[src/rtl/if_fetch_stage.sv]
// Instruction-fetch stage: owns the PC, drives the combinational ROM and
// loads the IF/ID pipeline register consumed by decode.
module if_fetch_stage #(
    parameter int unsigned           ADDR_W   = 32,
    parameter int unsigned           INST_W   = 32,
    parameter logic [ADDR_W-1:0]     RESET_PC = '0
) (
    input  logic              clk,
    input  logic              rst,
    input  logic [5:0]        stall,
    input  logic              flush,
    input  logic [ADDR_W-1:0] new_pc,
    input  logic              branch_flag_i,
    input  logic [ADDR_W-1:0] branch_target_address_i,
    input  logic [INST_W-1:0] inst_i,
    output logic [ADDR_W-1:0] pc_o,
    output logic              ce_o,
    output logic [ADDR_W-1:0] id_pc_o,
    output logic [INST_W-1:0] id_inst_o,
    output logic              misaligned_o,
    output logic [31:0]       fetch_count_o
);

    logic [ADDR_W-1:0] pc;
    logic              ce;
    logic [ADDR_W-1:0] id_pc;
    logic [INST_W-1:0] id_inst;
    logic              misaligned;
    logic [31:0]       fetch_count;

    logic [ADDR_W-1:0] pc_next;
    logic              redirect;
    logic              bubble;
    logic              hold_id;

    // Only PC/IF/ID stall bits matter here; later-stage bits are ignored.
    logic unused_stall;
    assign unused_stall = ^stall[5:3];

    // A branch is only honoured when the PC is actually allowed to move.
    assign redirect = ce && !flush && !stall[0] && branch_flag_i;
    assign bubble   = stall[1] && !stall[2];
    assign hold_id  = stall[1] && stall[2];

    always_comb begin
        pc_next = pc + ADDR_W'(4);
        if (!ce) begin
            pc_next = RESET_PC;
        end else if (flush) begin
            pc_next = new_pc;
        end else if (stall[0]) begin
            pc_next = pc;
        end else if (branch_flag_i) begin
            pc_next = {branch_target_address_i[ADDR_W-1:2], 2'b00};
        end
    end

    always_ff @(posedge clk) begin
        if (rst) begin
            ce          <= 1'b0;
            pc          <= RESET_PC;
            id_pc       <= '0;
            id_inst     <= '0;
            misaligned  <= 1'b0;
            fetch_count <= '0;
        end else begin
            ce         <= 1'b1;
            pc         <= pc_next;
            misaligned <= redirect && (branch_target_address_i[1:0] != 2'b00);

            if (flush || bubble) begin
                id_pc   <= '0;
                id_inst <= '0;
            end else if (hold_id) begin
                id_pc   <= id_pc;
                id_inst <= id_inst;
            end else if (branch_flag_i) begin
                // No delay slot: the instruction fetched alongside a taken branch is dropped.
                id_pc   <= '0;
                id_inst <= '0;
            end else if (ce) begin
                id_pc       <= pc;
                id_inst     <= inst_i;
                fetch_count <= fetch_count + 32'd1;
            end else begin
                id_pc   <= '0;
                id_inst <= '0;
            end
        end
    end

    assign pc_o          = pc;
    assign ce_o          = ce;
    assign id_pc_o       = id_pc;
    assign id_inst_o     = id_inst;
    assign misaligned_o  = misaligned;
    assign fetch_count_o = fetch_count;

endmodule

[config.mk]
export PLATFORM = sky130hd
export DESIGN_NAME = if_fetch_stage
export DESIGN_NICKNAME = d
export VERILOG_FILES = /design/src/rtl/if_fetch_stage.sv
export SDC_FILE = /design/constraint.sdc
export NUM_CORES = 1
export LEC_CHECK = 0
export BUFFER_PORTS_ARGS = -buffer_cell sky130_fd_sc_hd__buf_2
export CORE_UTILIZATION = 45
export CTS_BUF_LIST = sky130_fd_sc_hd__clkbuf_8
export DETAILED_ROUTE_END_ITERATION = 8
export HOLD_SLACK_MARGIN = 0.12
export PLACE_DENSITY_LB_ADDON = 0.3
export REMOVE_ABC_BUFFERS = 1
export SLEW_MARGIN = 0
export SYNTH_ARGS = -nofsm -noshare
export SYNTH_HDL_FRONTEND = slang
export SYNTH_SLANG_ARGS = --single-unit
export TNS_END_PERCENT = 1
[constraint.sdc]
create_clock -name clk -period 5.97 [get_ports clk]
set_clock_uncertainty 0.05 [all_clocks]
set_input_delay 0.597 -clock clk [delete_from_list [all_inputs] [get_ports clk]]
set_output_delay 0.597 -clock clk [all_outputs]
set_load 0.01 [all_outputs]
==> results.yml <==
min_path:
  holdCritStartpoint: "branch_target_address_i[0]"
  whs_path_depth: 2
  hold_end: "misaligned_o"
  min_path_type: "input port to flip-flop"
cts:
  path_clk_slew_ns: 0.07
  cts_buffer_depth: 2
  root_buffer: "clkbuf_8"
  post_cts_resized: 0
  numCtsBuffers: 17
  h-tree-depth: 4
  cts_setup_buffers: 0
  clk_latency_ns: 0.45
  ctsHoldBuffers: 0
  cts_tree: "built"
  cts.sinks: 130
sta:
  finalWorstPathRequiredPeriod_ns: 2.42
  fin_crit_sh_pct: 40.6
  timing.final.ws_setup_ns: 3.55
  final_hold_viol_count: 0
  slew_headroom_pct: 39.0
  fmax_mhz: 412
  hold_slack_ns: 0.289
  rsz0062_at_grt: "no"
  setup_viol: 0
  fin_tns_setup_ns: 0
  slew_violations: 0
  worst_pin_slew_ns: 0.915
worst_setup_path:
  r2r_setup_slack_ns: 3.55
  slowest_stage: "nor3_2"
  cp.arrival_ns: 2.71
  reg2reg_depth: 6
  cp.required_ns: 6.26
  crit_type: "flip-flop to flip-flop"
  endpoint_kind: "flip-flop"
  r2r-end: "pc_o[14]"
  path_max_fanout: 9
  cp_cell_sequence: "ha_1 > nand4_1 > nor3_2 > nand2_1 > xnor2_1 > a221o_1"
  startpoint_type: "flip-flop"
  worst_path_largest_cell_delay_ns: 0.62
  worstReg2RegStart: "pc_o[2]"
placed_design:
  place.gp.congestion: 0.785
  portBuffers: 232
  dp_hpwl_um: 11400
  dp_slack_ns: 3.19
drt:
  routed_wl_um: 16900
  via_per_inst: 5.46
  dr.pass1.iters: 4
  wl_per_cell_um: 15.4
  dr.first_iter.drc_count: 335
  drc_errors: 0
  postRouteAntennaNets: 0
  via_count: 5986
pwr:
  p_sw_mw: 0.431
  leakage_nw: 3.19
  power.internal_mw: 1.32
  clkPwrFrac_pct: 39.7
  vdd_drop_max_mv: 0.169
  power.density_mw_per_mm2: 232
  combPwrFrac_pct: 8.8
  seq_power_share_pct: 51.5
  switching_share_pct: 24.7
yosys:
  ys.flop_type: "dfxtp_1"
  ys_ff_latch: 130
  synth_cell_types: 57
  synthCells: 711
  seq_area_frac_synth_pct: 43.8
  avgSynthCellArea_um2: 8.36
  ys_warn_count: 0
  netlist_area_mm2: 0.00594
  async_reset_ff_share_pct: 0
  synth_edf_count: 0
global_route:
  grt_pass1_wl_um: 25700
  grt-ovfl-total: 0
  grt_max_degree: 66
  grt_pass1_vias: 5273
  antenna_found_initial: 0
  track_usage_pct: 24.5
floorplan:
  die_width_um: 117
  die_area_mm2: 0.0137
  rows: 41
  start_util_pct: 46.5
  core_area_mm2: 0.0128
  io_pins: 236
  die_h_um: 117
cells_and_area:
  antennaDiodeCount: 0
  area_delta_synth_final_pct: 26.4
  layout-drive-gt1-share_pct: 30.8
  fin_util_pct: 58.8
  final_nets: 1022
run:
  maxCapViolCount: 0
run_status:
  status: "finished clean"
==> cell usage in the layout, fill, tap and decap left out, types with 4 or more instances in the layout <==
| cell type | instances |
|---|---|
| a211oi_1 | 5 |
| o21ai_0 | 29 |
| xor2_1 | 17 |
| dfxtp_1 | 130 |
| nand2_1 | 46 |
| nor2_1 | 110 |
| xnor2_1 | 23 |
| buf_4 | 8 |
| and4_1 | 7 |
| nor3_1 | 16 |
| nor4_2 | 5 |
| clkbuf_8 | 22 |
| o22ai_1 | 7 |
| nand3_1 | 26 |
| o221ai_1 | 5 |
| or3_1 | 7 |
| and2_1 | 4 |
| a22oi_1 | 71 |
| buf_2 | 232 |
| o31ai_1 | 5 |
| and3_1 | 16 |
| nor2b_1 | 4 |
| nand4_1 | 19 |
| inv_1 | 17 |
| mux2i_1 | 4 |
| a21oi_1 | 38 |
==> worst max path at each step <==
stage / from / to / depth (start not counted)
finish: pc_o[2] / pc_o[14] / 6
global route: pc_o[2] / pc_o[14] / 6
CTS: pc_o[2] / pc_o[14] / 6
detailed placement: branch_flag_i / fetch_count_o[17] / 6
global placement: branch_flag_i / fetch_count_o[21] / 6
floorplan: stall[2] / id_inst_o[0] / 4
==> critical path: cells and delay by family (launching register included) <==
kind / cells / cell delay [ns]
flip-flops: 1 / 0.46
adder cells (fa/ha/maj): 1 / 0.31
AO/OA/AOI/OAI: 1 / 0.31
AND/OR/NAND/NOR: 3 / 1.03
XOR/XNOR: 1 / 0.15
==> cells in the mapped netlist (2+ instances only) <==
master / instances / area, µm²
clkbuf_1: 36 / 135
nor4_1: 3 / 18.8
a22oi_1: 71 / 533
inv_1: 15 / 56.3
and3_1: 16 / 100
and4_2: 3 / 30.0
nand2_1: 46 / 173
o21ai_1: 3 / 15.0
xnor2_1: 23 / 201
a31o_2: 2 / 17.5
nor4bb_1: 2 / 20.0
nand4_1: 19 / 119
a211oi_1: 5 / 37.5
and4_1: 7 / 61.3
nor2b_1: 4 / 25.0
ha_1: 2 / 25.0
nor3_2: 3 / 30.0
o22ai_1: 7 / 43.8
mux2i_1: 4 / 40.0
buf_6: 2 / 22.5
nor3b_1: 2 / 15.0
or3_1: 7 / 43.8
o31ai_1: 5 / 37.5
and2_1: 5 / 31.3
buf_2: 6 / 30.0
nand3b_1: 3 / 22.5
nor3_1: 16 / 80.1
o21a_1: 2 / 15.0
and4b_1: 2 / 20.0
o221ai_1: 5 / 43.8
a31oi_1: 3 / 18.8
xor2_1: 17 / 149
nor4_2: 4 / 50.1
a21oi_1: 38 / 190
dfxtp_1: 130 / 2600
nand3_1: 26 / 130
nor2_1: 110 / 413
buf_1: 10 / 37.5
o21ai_0: 29 / 145
==> layer usage <==
metal	vias up	wire length, µm	track usage (%)
met3	26	1190	7.78
met5	-	0	0
met4	0	275	9.03
met1	2775	7390	30.1
met2	217	8040	40.2
li1	2968	-	-
==> registers in the layout, indices dropped and copies added, names as in the netlist <==
signal	flops
misaligned_o	1
ce_o	1
pc_o	32
id_pc_o	32
fetch_count_o	32
id_inst_o	32
==> through the flow <==
stage          cells  instance area, µm²  total power, mW
6_report        1096                7510             1.75
2_1_floorplan    655                5700            0.984
4_1_cts         1096                7510             1.76
3_5_place_dp    1067                7150             1.07
3_3_place_gp    1067                7150             1.07
5_1_grt         1096                7510             1.82
==> cell families after synthesis <==
kind of cell	after synthesis	synth area share, %
XOR/XNOR	40	5.89
buffers and inverters	71	5.01
flip-flops	130	43.8
AND/OR/NAND/NOR	284	24.2
AO/OA/AOI/OAI	179	19.8
multiplexers	5	0.863
adder cells (fa/ha/maj)	2	0.421
==> power groups by stage <==
stage          clock (mW)  combinational [mW]  sequential [mW]
2_1_floorplan           0              0.0638            0.921
3_3_place_gp            0               0.152            0.918
3_5_place_dp            0               0.154            0.918
4_1_cts             0.711               0.155            0.899
5_1_grt             0.750               0.171            0.901
6_report            0.693               0.154            0.900
==> area by class of cell <==
cell class              count  area, µm²
flip-flops and latches    130       2600
clock buffers              22        303
inverters                  15       56.3
clock inverters             7       60.1
multi-input cells         510       3060
repair buffers            240       1220
well taps                 172        215
fillers                  1185       5260
Power figures use the tool's default switching activity.
